`config.mk`:
```
export PLATFORM = sky130hd
export DESIGN_NAME = vga_timing_gen
export DESIGN_NICKNAME = d
export VERILOG_FILES = /design/src/rtl/vga_timing_gen.sv
export SDC_FILE = /design/constraint.sdc
export NUM_CORES = 1
export LEC_CHECK = 0
export ABC_CLOCK_PERIOD_IN_PS = 1800
export BUFFER_PORTS_ARGS = -buffer_cell sky130_fd_sc_hd__buf_2
export CORE_MARGIN = 4
export CORE_UTILIZATION = 48
export CTS_CLUSTER_DIAMETER = 60
export CTS_CLUSTER_SIZE = 10
export DETAILED_ROUTE_END_ITERATION = 6
export PLACE_DENSITY = 0.75
export SYNTH_ARGS = -nofsm -noshare
export SYNTH_HDL_FRONTEND = slang
export SYNTH_SLANG_ARGS = --single-unit
```
`constraint.sdc`:
```
create_clock -name Clk -period 1.8 [get_ports Clk]
set_input_delay 0.18 -clock Clk [delete_from_list [all_inputs] [get_ports Clk]]
set_output_delay 0.18 -clock Clk [all_outputs]
set_load 0.01 [all_outputs]
```
`src/rtl/vga_timing_gen.sv`:
```
// -----------------------------------------------------------------------------
// vga_timing_gen
//
// Purpose:
//   Generates VGA raster timing from a single 50 MHz system clock. A registered
//   divide-by-two produces the 25 MHz pixel clock (vga_clk), and a one-Clk
//   pixel_en strobe advances the horizontal/vertical raster counters once per
//   pixel. Sync and blank are registered together with the counters they
//   describe, so there is no skew between DrawX/DrawY and hs/vs/blank.
//
// Ports:
//   Clk          in   system clock; every register is clocked on its rising edge
//   Reset        in   synchronous active-high reset
//   vga_clk      out  pixel clock (Clk/2), registered
//   pixel_en     out  high for the Clk cycle in which vga_clk is 1 and about to fall
//   hs           out  horizontal sync, active-low
//   vs           out  vertical sync, active-low
//   blank        out  1 = visible (draw) area, 0 = blanking interval
//   sync         out  composite sync, tied low
//   DrawX        out  horizontal counter (10-bit)
//   DrawY        out  vertical counter (10-bit)
//   frame_start  out  one-Clk pulse when the counters wrap to (0,0)
//   frame_count  out  frames completed since reset, wraps modulo 2^16
//
// Raster counters advance on the Clk edge that drops vga_clk, so they are
// stable for the whole high phase of vga_clk. Counter arithmetic is 10-bit
// unsigned; H/V totals above 1023 cannot be represented.
// -----------------------------------------------------------------------------
module vga_timing_gen #(
    parameter int H_VISIBLE = 640,
    parameter int H_FRONT   = 16,
    parameter int H_SYNC    = 96,
    parameter int H_BACK    = 48,
    parameter int V_VISIBLE = 480,
    parameter int V_FRONT   = 10,
    parameter int V_SYNC    = 2,
    parameter int V_BACK    = 33
) (
    input  logic        Clk,
    input  logic        Reset,
    output logic        vga_clk,
    output logic        pixel_en,
    output logic        hs,
    output logic        vs,
    output logic        blank,
    output logic        sync,
    output logic [9:0]  DrawX,
    output logic [9:0]  DrawY,
    output logic        frame_start,
    output logic [15:0] frame_count
);

    localparam int H_TOTAL = H_VISIBLE + H_FRONT + H_SYNC + H_BACK;
    localparam int V_TOTAL = V_VISIBLE + V_FRONT + V_SYNC + V_BACK;

    localparam logic [9:0] H_LAST       = 10'(H_TOTAL - 1);
    localparam logic [9:0] V_LAST       = 10'(V_TOTAL - 1);
    localparam logic [9:0] H_VIS        = 10'(H_VISIBLE);
    localparam logic [9:0] V_VIS        = 10'(V_VISIBLE);
    localparam logic [9:0] H_SYNC_FIRST = 10'(H_VISIBLE + H_FRONT);
    localparam logic [9:0] H_SYNC_LAST  = 10'(H_VISIBLE + H_FRONT + H_SYNC - 1);
    localparam logic [9:0] V_SYNC_FIRST = 10'(V_VISIBLE + V_FRONT);
    localparam logic [9:0] V_SYNC_LAST  = 10'(V_VISIBLE + V_FRONT + V_SYNC - 1);

    // Totals beyond the 10-bit counter range would silently alias, so refuse
    // to elaborate such a configuration.
    if (H_TOTAL > 1023 || V_TOTAL > 1023) begin : gIllegalTotals
        $error("vga_timing_gen: H/V totals must not exceed 1023");
    end

    logic        vgaClk_q,     vgaClk_d;
    logic        pixelEn_q,    pixelEn_d;
    logic [9:0]  drawX_q,      drawX_d;
    logic [9:0]  drawY_q,      drawY_d;
    logic        hs_q,         hs_d;
    logic        vs_q,         vs_d;
    logic        blank_q,      blank_d;
    logic        frameStart_q, frameStart_d;
    logic [15:0] frameCount_q, frameCount_d;

    // Next-state logic. pixel_en mirrors the next vga_clk value, so it is high
    // exactly while vga_clk is high; the edge that ends that cycle drops
    // vga_clk and advances the raster. Sync/blank are decoded from the *next*
    // counter values so that, once registered, they line up with DrawX/DrawY.
    always_comb begin
        vgaClk_d     = ~vgaClk_q;
        pixelEn_d    = ~vgaClk_q;
        drawX_d      = drawX_q;
        drawY_d      = drawY_q;
        frameStart_d = 1'b0;
        frameCount_d = frameCount_q;

        if (pixelEn_q) begin
            if (drawX_q == H_LAST) begin
                drawX_d = 10'd0;
                if (drawY_q == V_LAST) begin
                    drawY_d      = 10'd0;
                    frameStart_d = 1'b1;
                    frameCount_d = frameCount_q + 16'd1;
                end else begin
                    drawY_d = drawY_q + 10'd1;
                end
            end else begin
                drawX_d = drawX_q + 10'd1;
            end
        end

        hs_d    = !((drawX_d >= H_SYNC_FIRST) && (drawX_d <= H_SYNC_LAST));
        vs_d    = !((drawY_d >= V_SYNC_FIRST) && (drawY_d <= V_SYNC_LAST));
        blank_d = (drawX_d < H_VIS) && (drawY_d < V_VIS);
    end

    // State registers. Reset values describe pixel (0,0) with the divider in
    // its low phase, which is also why no frame_start is emitted on reset.
    always_ff @(posedge Clk) begin
        if (Reset) begin
            vgaClk_q     <= 1'b0;
            pixelEn_q    <= 1'b0;
            drawX_q      <= 10'd0;
            drawY_q      <= 10'd0;
            hs_q         <= 1'b1;
            vs_q         <= 1'b1;
            blank_q      <= 1'b1;
            frameStart_q <= 1'b0;
            frameCount_q <= 16'd0;
        end else begin
            vgaClk_q     <= vgaClk_d;
            pixelEn_q    <= pixelEn_d;
            drawX_q      <= drawX_d;
            drawY_q      <= drawY_d;
            hs_q         <= hs_d;
            vs_q         <= vs_d;
            blank_q      <= blank_d;
            frameStart_q <= frameStart_d;
            frameCount_q <= frameCount_d;
        end
    end

    assign vga_clk     = vgaClk_q;
    assign pixel_en    = pixelEn_q;
    assign DrawX       = drawX_q;
    assign DrawY       = drawY_q;
    assign hs          = hs_q;
    assign vs          = vs_q;
    assign blank       = blank_q;
    assign sync        = 1'b0;
    assign frame_start = frameStart_q;
    assign frame_count = frameCount_q;

endmodule

```
; ---- Yosys cells after proc, flatten, opt, wreduce, memory -nomap -nowiden
; Index checks and enable logic that the tools add are counted.
[word_totals]
latchBits = 0
ff_bits = 41
ramBits = 0
rom_bits = 0
elab_cells = 34
input_bits = 2
n_memories = 0
output_inout_bits = 43
[classes]
n_mul = 0
n_lt_le_gt_ge = 6
div = 0
n_shift = 0
muxes = 6
n_reduce_logical = 7
n_eq_ne = 2
add_sub_neg = 3
bitwise_logic = 2
[ops]
columns = operator, n
row1 = 2-to-1 mux 10 bit, 5
row2 = "adder 10 x 1 -> 10 bit, second input constant", 2
row3 = "equality test 10 bit, second input constant", 2
row4 = "adder 16 x 1 -> 16 bit, second input constant", 1
row5 = "greater-or-equal comparator 10 bit, second input constant", 1
row6 = "greater-or-equal comparator 10 x 9 -> 1 bit, second input constant", 1
row7 = "<= comparator 10 bit, second input constant", 1
row8 = "<= comparator 10 x 9 -> 1 bit, second input constant", 1
row9 = "< comparator 10 bit, second input constant", 1
row10 = "< comparator 10 x 9 -> 1 bit, second input constant", 1
row11 = logical AND 1 bit, 3
row12 = AND reduction 3 bit, 1
row13 = OR reduction 3 bit, 1
row14 = logical NOT 1 bit, 2
row15 = inverter 1 bit, 2
row16 = 2-to-1 mux 1 bit, 1

; ---- Depth between registers and ports, before layout
; Gate-level depths: netlist of run 1.
[logic_depth]
word_depth = 7
ltp_mapped = 9
mapped_depth_nobuf = 8

; ---- Least setup slack after synthesis of run 1
; Ideal clock, no wire load.
[synth_timing]
kind = reg2reg
start = reg drawY_q[3] (netlist: DrawY[3])
end = reg frameCount_q[8] (netlist: frame_count[8])
t_arrival_ps = 1980
period_less_slack_ps = 2051
setup_time_ps = 71
path_stages_with_launch = 9
required_time_ps = 1729
n_path_buf = 2
slack_ps = -251
cell_sequence = dfxtp_1 -> clkbuf_1 -> nand4_1 -> or4_1 -> buf_6 -> nor2_8 -> nand3_2 -> or3_1 -> a21oi_1
[synth_via]
elab_chain_len = 2
[synth_lines]
columns = item, line_no
row1 = "start, declared", 74  ; logic [9:0] drawY_q, drawY_d;
row2 = "start signal, assigned", 130  ; drawY_q <= drawY_d;
row3 = equality test 10 bit, 96  ; if (drawY_q == V_LAST) begin
row4 = AND reduction 3 bit (no source line), -
row5 = "end signal, assigned", 135  ; frameCount_q <= frameCount_d;
row6 = "end, declared", 79  ; logic [15:0] frameCount_q, frameCount_d;
; No other way between the ends.
; A chain may end at the register's enable or synchronous reset.

; ---- Worst setup path in the final report of run 1
[layout_timing]
start = reg drawY_q[5] (netlist: DrawY[5])
end = reg frameCount_q[5] (netlist: frame_count[5])
; The elaborated chain is that of the path after synthesis.

==> reports/metrics.cfg, run 1 <==
[logic_synthesis]
yosys_register_bits = 41
yosysSeqAreaShare_pct = 40.1
synth_area_leaders = dfxtp_1 40%, nor2_1 7.0%, xor2_1 6.0%
synthFlopType = dfxtp_1
syn_area_mm2 = 0.00204
synthArstFlopShare_pct = 0
yosys_warnings = 0
synth_fp_nets = 252
synth.distinct_cells = 45
synth.avg_cell_area_um2 = 8.31
synth.largest_area_cell = dfxtp_1
synth_top_area_share_pct = 40.1
synth_edf_count = 0
synth_cells = 246

[job]
max-cap-violations = 0

[hold_path]
hp-class = input port to flip-flop

[timing]
setup_viol = 23
setup_ws_ps = -226
rsz0062_at_grt = true
max_slew_margin_pct = 53.3
fin_crit_sh_pct = 113
max_freq_ghz = 0.494
tns_ps = -3290
worst_pin_slew_ps = 700
slew_violations = 0
finClkSkew_ps = 9.05
post-route-min-period_ps = 2030
hold_viol = 0

[power]
ir_drop_uv = 639
static-leakage-power_nw = 1.29
power_w = 0.00174
cellPowerDensity_mw_per_mm2 = 580

[die]
num_rows = 23
die_x_um = 73.3
start_util_pct = 50.4
core_mm2 = 0.00406
io_pins = 45
die_y_um = 73.3
die_area_mm2 = 0.00537

[drt]
num_vias = 2209
wl_per_cell_um = 15.6
ant_nets = 0
wl_um = 6070
drt_iter0_drc = 267
dr.pass1.iters = 6
routed_via_density = 5.68
drcViolationCount = 0

[setup_path]
worstPathMaxFanout = 6
crit_arrival_ps = 2190
cp-start-kind = flip-flop
slowest_stage = or4_4
path_class = flip-flop to flip-flop
cp-end-kind = flip-flop
cp.required_ps = 1960
slowest_delay_ps = 530
crit_chain = or3_4 > or4_4 > nor3_4 > and3_1 > xnor2_1 > nor2_1

[global_routing]
grt_pass1_wl_um = 9110
first_global_vias = 1976
grt_max_degree = 40
overflow = 0
track_usage_pct = 21.7
antenna_found_initial = 0

[final_layout]
drive_gt1_share_pct = 44.5
synthToLayoutAreaGrowth_pct = 46.6
final_nets = 344
diodes = 0
fillers = 280

[placed_design]
portBuffers = 43
dp_hpwl_um = 3940
place_ws_ps = -237
gp_congestion = 0.870

[clocking]
clock_latency_ps = 290
htree_num_levels = 2
cts-root-buf = clkbuf_8
clk_transition_reported_paths_ps = 80
clkSinkCount = 41
clock_path_buffers = 2
cts_buffers = 5
tritoncts = done
ctsHoldBuffers = 0

[status]
violations = setup timing
outcome = finished, violations left

==> cells in the mapped netlist, types with 2 or more instances <==
library cell   n
nand2_1       16
and2_2         2
nor3_1        11
o21ai_0        5
a21oi_1       15
buf_2          4
nand3_1       14
inv_1          6
nor2_1        38
nand4_1       11
ha_1           4
xnor2_1       11
xor2_1        14
dfxtp_1       41
clkbuf_1       6
nor4_1         3
a31oi_1        2
buf_6          2
or4_1          2
nand3b_1       3
buf_4          2
or3_1          7
and3_1         5
==> worst max-delay path: cells and delay by family (launching register included) <==
| kind | cells | cell delay, ps |
|---|---|---|
| and+or+nand+nor | 5 | 1430 |
| DFF | 1 | 340 |
| xor gates and xnor gates | 1 | 120 |
==> repair_timing <==
action	in CTS	in global routing
gates cloned	1	0
gates resized for setup	11	33
setup endpoints to repair	22	30
endpoints found under the hold margin	0	0
pin swaps	5	6
buffers inserted	0	8
==> power by group <==
group          switching (W)  leakage [nW]  internal [W]
sequential        0.00000580         0.334      0.000913
clock               0.000312        0.0585      0.000452
combinational      0.0000317         0.899     0.0000232
==> registers in the layout, indices dropped and copies added (netlist names) <==
| register | count |
|---|---|
| frame_count | 16 |
| frame_start | 1 |
| DrawX | 10 |
| blank | 1 |
| pixel_en | 1 |
| vs | 1 |
| hs | 1 |
| DrawY | 10 |
==> path summary, 6_finish.rpt <==
path / start / endpoint / slack (ps) / cells after the start
setup / recovery: DrawY[5]$_SDFF_PP0_ / frame_count[5]$_SDFFE_PP0P_ / -230 / 6
hold / removal: Reset / DrawY[4]$_SDFF_PP0_ / 420 / 2
setup reg to reg: DrawY[5]$_SDFF_PP0_ / frame_count[5]$_SDFFE_PP0P_ / -230 / 6
hold reg to reg: frame_count[1]$_SDFFE_PP0P_ / frame_count[1]$_SDFFE_PP0P_ / 520 / 2
==> stage by stage <==
stage          utilization, %  std cells  hold WS (ps)  instance area (µm²)
2_1_floorplan               -        246           256                 2080
3_3_place_gp             65.0        374           495                 2640
3_5_place_dp             65.0        374           496                 2640
4_1_cts                  69.1        383           414                 2800
5_1_grt                  73.9        389           445                 3000
6_report                 73.9        389           418                 3000
==> per-layer routing <==
metal  vias up  track usage, %  part of all wire, %
li1       1035               -                    -
met1      1038            27.6                   41
met2       106            34.6                   49
met3        30            5.20                  6.2
met4         0            10.0                  4.0
met5         -               0                    0
==> final cells by class <==
cell class / count / area [µm²] / share of cell area, %
clock buffers: 7 / 86.3 / 2.88
clock inverters: 1 / 30.0 / 1.00
inverters: 6 / 22.5 / 0.752
multi-input cells: 184 / 1300 / 43.4
flip-flops and latches: 41 / 830 / 27.7
well taps: 50 / 62.6 / 2.09
repair buffers: 100 / 666 / 22.2
==> kinds of logic (layout without fill, tap and decap cells) <==
group,Yosys count,after routing,share of synthesized area (%)
flops,41,41,40.1
fa+ha+maj,4,4,2.45
other cells,1,1,0.183
mux,1,1,0.490
simple gates,121,121,31.4
buf+inv,21,114,5.20
xor+xnor,25,25,10.7
compound gates,32,32,9.43
==> cells in the final DEF (no fill, tap or decap), types with 4 or more instances in the layout <==
master and n:
a21oi_1 10, a21oi_2 5, and3_1 4, buf_2 43, buf_4 52, buf_6 4, clkbuf_8 6, dfxtp_1 34
dfxtp_2 7, inv_1 6, nand2_1 13, nand3_1 11, nand4_1 11, nor2_1 35, nor3_1 9, o21ai_0 4
or3_4 4, xnor2_1 10, xor2_1 13
No activity file was read; power rests on OpenSTA's default activity.
==> run 2, diff against run 1 <==
--- a/config.mk
+++ b/config.mk
@@ -13,6 +13,7 @@
 export CTS_CLUSTER_SIZE = 10
 export DETAILED_ROUTE_END_ITERATION = 6
 export PLACE_DENSITY = 0.75
+export SKIP_CTS_REPAIR_TIMING = 1
 export SYNTH_ARGS = -nofsm -noshare
 export SYNTH_HDL_FRONTEND = slang
 export SYNTH_SLANG_ARGS = --single-unit
==> reports/metrics.cfg, run 2 (synthesis results as in run 1) <==
[status]
violations = setup timing
outcome = finished, violations left

[placed_design]
portBuffers = 43
dp_hpwl_um = 3940
place_ws_ps = -237
placed_cell_area_mm2 = 0.00264
gp_congestion = 0.870

[clocking]
cts-root-buf = clkbuf_8
clock_path_buffers = 2
tritoncts = done
clock_latency_ps = 300
clk_transition_reported_paths_ps = 80
cts_buffers = 5
clkSinkCount = 41
htree_num_levels = 2

[setup_path]
slowest_stage = or4_4
cpMostUsedCell = nand4_1
path_delay_family = simple AND/OR/NAND/NOR gates
crit_arrival_ps = 2290
cp_num_buf_inv = 1
crit_chain = inv_1 > ha_1 > nand4_1 > or4_4 > nor3_4 > nand4_1 > xor2_1 > nor2_1
path_class = flip-flop to flip-flop
worstPathMaxFanout = 6
cp.required_ps = 1960
cp-start-kind = flip-flop
cp-end-kind = flip-flop
slowest_delay_ps = 630

[timing]
max_slew_margin_pct = 50.3
fin_crit_sh_pct = 118
rsz0062_at_grt = true
setup_ws_ps = -333
setup_viol = 28
slew_violations = 0
hold_viol = 0
max_freq_ghz = 0.469
post-route-min-period_ps = 2130
finClkSkew_ps = 9.43
tns_ps = -4760
worst_pin_slew_ps = 745

[drt]
drt_iter0_drc = 300
ant_nets = 0
dr.pass1.iters = 4
drcViolationCount = 0
wl_per_cell_um = 16.6
num_vias = 2191
wl_um = 6490
routed_via_density = 5.59

[job]
max-cap-violations = 0

[die]
die_x_um = 73.3
die_y_um = 73.3
die_area_mm2 = 0.00537
io_pins = 45
num_rows = 23
start_util_pct = 50.4
core_mm2 = 0.00406

[final_layout]
design_area_mm2 = 0.00309
seqCellArea_um2 = 828
diodes = 0
drive_gt1_share_pct = 47.7
fillers = 262
final_nets = 347
layout_commonest_cell = buf_4
largest_reg_flops = 16
multi_input_area_mm2 = 0.00136
synthToLayoutAreaGrowth_pct = 51.0
final_cell_mix = 52 x buf_4, 44 x buf_2, 35 x dfxtp_1, 35 x nor2_1

[global_routing]
antenna_found_initial = 0
first_global_vias = 1929
overflow = 0
track_usage_pct = 21.0
grt_max_degree = 40
grt_pass1_wl_um = 8860

[power]
static-leakage-power_nw = 1.34
power_w = 0.00175
ir_drop_uv = 642
cellPowerDensity_mw_per_mm2 = 566

[hold_path]
hp-class = input port to flip-flop

[run 2: cell types whose count changed in the layout (fill, tap and decap cells not counted), moves of 2 or more]
cell     delta
buf_6       +2
xnor2_1     -2
xnor2_2     +2
and3_1      -2
[run 2: final cells by class]
cell class,instances,area share [%]
Inverter,6,0.729
Sequential cell,41,26.8
Clock inverter,1,0.972
Timing Repair Buffer,103,22.6
Tap cell,50,2.03
Multi-Input combinational cell,184,44.0
Clock buffer,7,2.80
[run 2: power by group]
part / switching (W) / leakage [nW] / total (W) / internal, W
combinational: 0.0000323 / 0.946 / 0.0000543 / 0.0000220
clock: 0.000325 / 0.0585 / 0.000777 / 0.000452
sequential: 0.00000383 / 0.334 / 0.000917 / 0.000913
total: 0.000361 / 1.34 / 0.00175 / 0.00139
[run 2: worst paths after layout]
kind | startpoint | to | slack (ps) | cells after the start
max | DrawY[0]$_SDFF_PP0_ | frame_count[11]$_SDFFE_PP0P_ | -330 | 8
min | Reset | frame_count[2]$_SDFFE_PP0P_ | 430 | 2
min reg2reg | frame_count[15]$_SDFFE_PP0P_ | frame_count[15]$_SDFFE_PP0P_ | 500 | 2
max reg2reg | DrawY[0]$_SDFF_PP0_ | frame_count[11]$_SDFFE_PP0P_ | -330 | 8
[run 2: per-layer routing]
metal / up-vias / share of wire, % / GRT usage (%) / routed length, µm
met5: - / 0 / 0 / 0
met4: 0 / 2.8 / 8.40 / 181
met3: 20 / 6.2 / 4.92 / 405
met2: 104 / 50 / 33.4 / 3270
met1: 1024 / 41 / 27.5 / 2630
li1: 1043 / - / - / -
[run 2: stage by stage]
| stage | utilization, % | instances | hold WS [ps] |
|---|---|---|---|
| global route | 76.1 | 392 | 452 |
| global placement | 65.0 | 374 | 495 |
| finish | 76.1 | 392 | 427 |
| detailed placement | 65.0 | 374 | 496 |
| floorplan | - | 246 | 256 |
| CTS | 67.9 | 382 | 414 |
[run 2: worst reg2reg max path, cell delays in order, from the launching register on]
cell and delay (ps):
dfxtp_2 330, inv_1 50, ha_1 130, nand4_1 160, or4_4 630, nor3_4 310, nand4_1 160, xor2_1 160
nor2_1 50
